### src/rtl/apb_master_bridge.sv
// APB requester: turns a single-outstanding valid/ready command into one APB
// SETUP/ACCESS transfer and returns read data / error on a valid/ready response.
module apb_master_bridge #(
   parameter int ADDR_WIDTH = 32,
   parameter int DATA_WIDTH = 32,
   parameter int TIMEOUT    = 16
) (
   input  logic                  pclk,
   input  logic                  preset,
   input  logic                  cmd_valid,
   output logic                  cmd_ready,
   input  logic                  cmd_write,
   input  logic [ADDR_WIDTH-1:0] cmd_addr,
   input  logic [DATA_WIDTH-1:0] cmd_wdata,
   output logic                  rsp_valid,
   input  logic                  rsp_ready,
   output logic [DATA_WIDTH-1:0] rsp_rdata,
   output logic                  rsp_err,
   output logic [ADDR_WIDTH-1:0] paddr,
   output logic [DATA_WIDTH-1:0] pwdata,
   output logic                  pwrite,
   output logic                  psel,
   output logic                  penable,
   input  logic [DATA_WIDTH-1:0] prdata,
   input  logic                  pready,
   input  logic                  pslverr
);

   localparam int CNT_WIDTH = (TIMEOUT > 0) ? $clog2(TIMEOUT + 1) : 1;
   localparam logic [CNT_WIDTH-1:0] CNT_MAX  = CNT_WIDTH'(TIMEOUT);
   localparam logic [CNT_WIDTH-1:0] CNT_LAST = CNT_WIDTH'((TIMEOUT > 0) ? TIMEOUT - 1 : 0);
   localparam logic [31:0] ABORT_PATTERN = 32'hDEADBEEF;
   localparam logic [DATA_WIDTH-1:0] ABORT_RDATA = DATA_WIDTH'(ABORT_PATTERN);

   typedef enum logic [1:0] {
      IDLE,
      SETUP,
      ACCESS,
      RESP
   } state_t;

   state_t state, state_nxt;

   logic [CNT_WIDTH-1:0]  wait_cnt, wait_cnt_nxt;
   logic [ADDR_WIDTH-1:0] paddr_nxt;
   logic [DATA_WIDTH-1:0] pwdata_nxt;
   logic                  pwrite_nxt;
   logic                  psel_nxt;
   logic                  penable_nxt;
   logic                  rsp_valid_nxt;
   logic [DATA_WIDTH-1:0] rsp_rdata_nxt;
   logic                  rsp_err_nxt;

   // state resets to IDLE, so cmd_ready must be masked while reset is held
   assign cmd_ready = (state == IDLE) && !preset;

   always_ff @(posedge pclk or posedge preset) begin
      if (preset) begin
         state     <= IDLE;
         wait_cnt  <= '0;
         paddr     <= '0;
         pwdata    <= '0;
         pwrite    <= 1'b0;
         psel      <= 1'b0;
         penable   <= 1'b0;
         rsp_valid <= 1'b0;
         rsp_rdata <= '0;
         rsp_err   <= 1'b0;
      end else begin
         state     <= state_nxt;
         wait_cnt  <= wait_cnt_nxt;
         paddr     <= paddr_nxt;
         pwdata    <= pwdata_nxt;
         pwrite    <= pwrite_nxt;
         psel      <= psel_nxt;
         penable   <= penable_nxt;
         rsp_valid <= rsp_valid_nxt;
         rsp_rdata <= rsp_rdata_nxt;
         rsp_err   <= rsp_err_nxt;
      end
   end

   always_comb begin
      state_nxt     = state;
      wait_cnt_nxt  = wait_cnt;
      paddr_nxt     = paddr;
      pwdata_nxt    = pwdata;
      pwrite_nxt    = pwrite;
      psel_nxt      = psel;
      penable_nxt   = penable;
      rsp_valid_nxt = rsp_valid;
      rsp_rdata_nxt = rsp_rdata;
      rsp_err_nxt   = rsp_err;

      unique case (state)
         IDLE: begin
            if (cmd_valid) begin
               paddr_nxt    = cmd_addr;
               pwdata_nxt   = cmd_wdata;
               pwrite_nxt   = cmd_write;
               psel_nxt     = 1'b1;
               penable_nxt  = 1'b0;
               wait_cnt_nxt = '0;
               state_nxt    = SETUP;
            end
         end
         SETUP: begin
            penable_nxt = 1'b1;
            state_nxt   = ACCESS;
         end
         ACCESS: begin
            // a completion in the last allowed wait cycle beats the watchdog
            if (pready) begin
               psel_nxt      = 1'b0;
               penable_nxt   = 1'b0;
               rsp_valid_nxt = 1'b1;
               rsp_rdata_nxt = pwrite ? '0 : prdata;
               rsp_err_nxt   = pslverr;
               state_nxt     = RESP;
            end else if ((TIMEOUT != 0) && (wait_cnt == CNT_LAST)) begin
               psel_nxt      = 1'b0;
               penable_nxt   = 1'b0;
               rsp_valid_nxt = 1'b1;
               rsp_rdata_nxt = ABORT_RDATA;
               rsp_err_nxt   = 1'b1;
               wait_cnt_nxt  = CNT_MAX;
               state_nxt     = RESP;
            end else if (wait_cnt != CNT_MAX) begin
               wait_cnt_nxt = wait_cnt + CNT_WIDTH'(1);
            end
         end
         RESP: begin
            if (rsp_ready) begin
               rsp_valid_nxt = 1'b0;
               state_nxt     = IDLE;
            end
         end
         default: begin
            state_nxt = IDLE;
         end
      endcase
   end

endmodule
### config.mk
export PLATFORM = sky130hd
export DESIGN_NAME = apb_master_bridge
export DESIGN_NICKNAME = d
export VERILOG_FILES = /design/src/rtl/apb_master_bridge.sv
export SDC_FILE = /design/constraint.sdc
export NUM_CORES = 1
export LEC_CHECK = 0
export ABC_AREA = 1
export BUFFER_PORTS_ARGS = -buffer_cell sky130_fd_sc_hd__buf_2
export CAP_MARGIN = 20
export CORE_AREA = 5 5 87 150
export CTS_BUF_LIST = sky130_fd_sc_hd__clkbuf_2
export DETAILED_ROUTE_END_ITERATION = 8
export DIE_AREA = 0 0 92 155
export PLACE_DENSITY = 0.68
export RECOVER_POWER = 100
export SLEW_MARGIN = 20
export SYNTH_ARGS = -nofsm -noshare
export SYNTH_HDL_FRONTEND = slang
export SYNTH_SLANG_ARGS = --single-unit
### constraint.sdc
create_clock -name pclk -period 4.35 [get_ports pclk]
set_input_delay 0.435 -clock pclk [delete_from_list [all_inputs] [get_ports pclk]]
set_output_delay 0.435 -clock pclk [all_outputs]
set_load 0.1 [all_outputs]
==> results.yml <==
timing:
  fin_crit_sh_pct: 65.6
  skew_ns: 0.0371
  setup_tns_ns: 0
  worstMarginPinSlew_ns: 2.85
  fmax_mhz: 350
  maxSlewHeadroom_pct: -91.1
  rsz0062_at_grt: "no"
  setup_violations: 0
  slew_violations: 66
  hold_viol: 0
  finalCriticalPeriod_ns: 2.86
floorplanning:
  die_area_um2: 14300
  pin_count: 205
  fp.dieW_um: 92
  die_h_um: 155
  core_area_um2: 11800
  core.rowCount: 53
  start_util_pct: 38.6
drt:
  detail_route.wl_per_cell_um: 15.4
  drc: 0
  drt_iter0_drc: 130
  first_pass_iters: 4
  via_per_inst: 4.69
  antenna_left: 0
  vias: 3775
  drt_wl_total_mm: 12.4
cells_and_area:
  fillers: 1102
  nets: 772
  drive_gt1_share_pct: 22.9
  syn2layout_area_growth_pct: 38.0
placement:
  place.gp.congestion: 0.827
  dp_hpwl_mm: 8.39
  portBuffers: 204
global_route:
  grt_max_degree: 66
  antenna_found_initial: 1
  grt_pass1_vias: 3993
  grtUsageTotal_pct: 17.2
  grt_overflow_total: 0
  grt_pass1_wl_mm: 19.6
cts:
  insertion_delay_ns: 0.60
  ctsHtreeMaxLevel: 3
  ctsResizeCount: 0
  cts_made_buffers: 9
  postCtsSetupRepairBufs: 0
  cts_tree: "yes"
  clockRootBuffer: "clkbuf_2"
  cts.clk_slew.worst_paths_ns: 0.28
  cts_buffer_depth: 2
  clock-sinks: 108
logic_synthesis:
  syn_area_per_cell_um2: 12.0
  yosysTopAreaCell: "dfrtp_1"
  yosysSeqAreaShare_pct: 59.2
  ys_warn_count: 0
  syn_area_um2: 4560
  synth_seq_cells: 108
  synth_top_area_share_pct: 59.2
  async_flop_share_pct: 100
  synthesis.nets: 490
  synth_edf_count: 0
  synth.distinct_cells: 23
  ys_top_cells_by_area: "dfrtp_1 (59%), mux2_4 (13%), mux2_2 (6.4%)"
  synthFlopType: "dfrtp_1"
  synth_cells: 380
job:
  maxCapViolCount: 1
setup_path:
  required_ns: 3.91
  crit_fanout: 4
  path_class: "register to output port"
  worstPathArrival_ns: 2.42
  worstSetupEndpointType: "output port"
  cp-start-kind: "register"
status:
  status: "finished with violations"
  violations: "capacitance limit, slew limit"
min_path:
  hold_class: "input pin to register"
[metal layers]
layer / GRT usage, % / up-vias / wire [um]
li1: - / 1800 / -
met1: 19.5 / 1798 / 4830
met2: 29.9 / 154 / 6430
met3: 4.89 / 23 / 838
met4: 7.87 / 0 / 319
met5: 0 / - / 0
[registers in the layout (all words and copies together), names as in the netlist, 2 cells and up]
name,flops
paddr,32
wait_cnt,5
state,2
pwdata,32
rsp_rdata,32
[cells in the mapped netlist (2+ instances only)]
cell type	n
nor2_1	62
buf_6	7
clkbuf_1	5
nand3_1	12
nand2_2	2
inv_1	20
mux2_2	26
a21oi_1	26
mux2_4	38
nand2_1	55
ha_1	7
dfrtp_1	108
buf_2	2
[worst max-delay path, cell delays in order (launching register included)]
cell and delay (ns):
dfrtp_1 0.49, inv_1 0.10, ha_1 0.23, inv_1 0.09, nor2_1 0.09, clkbuf_1 0.86
[cells by family (layout without fill, tap and decap cells)]
logic type,after synthesis,after routing,share of synthesized area [%]
other cells,0,1,0
compound gates,29,29,3.54
fa+ha+maj,7,7,1.92
buf+inv,35,322,4.09
simple gates,137,137,12.3
mux,64,64,18.9
flops,108,108,59.2
[layout by cell type, fill, tap and decap left out]
master / n
a21oi_1: 26
a21oi_4: 1
buf_2: 101
buf_4: 1
clkbuf_1: 104
clkbuf_2: 9
clkinv_4: 1
clkinvlp_2: 1
clkinvlp_4: 2
dfrtp_1: 108
diode_2: 1
dlygate4sd3_1: 79
ha_1: 7
inv_1: 19
inv_2: 1
inv_6: 1
inv_8: 3
mux2_1: 36
mux2_2: 26
mux2_4: 2
nand2_1: 56
nand2_4: 1
nand3_1: 13
nand3b_1: 1
nand4_1: 1
nor2_1: 62
nor2_4: 1
nor3b_1: 1
o21ai_0: 1
o22a_2: 1
or2_2: 1
[per-stage QoR]
step,setup slack [ns],utilization (%),cells,cell area [um2],hold slack [ns]
5_1_grt,1.14,53.3,805,6300,0.00117
4_1_cts,1.85,54.1,785,6380,0.000155
3_3_place_gp,2.19,48.0,709,5670,0.457
2_1_floorplan,1.07,-,380,4560,0.485
6_report,1.49,53.3,805,6300,0.0930
3_5_place_dp,1.99,48.0,709,5670,0.463
[final timing paths]
path	start	endpoint	slack, ns	cells past startpoint
worst min-delay path	cmd_addr[13]	paddr[13]$_DFFE_PP0P_	0.09	2
worst min register to register	rsp_rdata[17]$_DFFE_PP0P_	rsp_rdata[17]$_DFFE_PP0P_	0.52	2
min in group asynchronous	preset	rsp_rdata[29]$_DFFE_PP0P_	1.18	3
worst max register to register	state[0]$_DFFE_PP0P_	pwdata[14]$_DFFE_PP0P_	1.78	5
max in group asynchronous	preset	pwdata[4]$_DFFE_PP0P_	1.63	4
worst max-delay path	state[0]$_DFFE_PP0P_	cmd_ready	1.49	5
[timing repair]
| item | in CTS | in global routing |
|---|---|---|
| endpoints found under the hold margin | 123 | 19 |
| hold buffers | 60 | 19 |
| endpoints found under the setup margin | 0 | 0 |
[area by class of cell]
| class | count | area [um2] | area share, % |
|---|---|---|---|
| clock inverters | 7 | 66.3 | 1.05 |
| well taps | 137 | 171 | 2.72 |
| diodes | 1 | 2.50 | 0.0397 |
| inverters | 21 | 80.1 | 1.27 |
| multi-input cells | 237 | 1540 | 24.4 |
| flip-flops and latches | 108 | 2700 | 42.9 |
| clock buffers | 9 | 45.0 | 0.715 |
| repair buffers | 285 | 1690 | 26.9 |
Power is left out: the tool's default activity adds up to more than one toggle a clock period on the data nets, which glitch-free logic cannot reach.
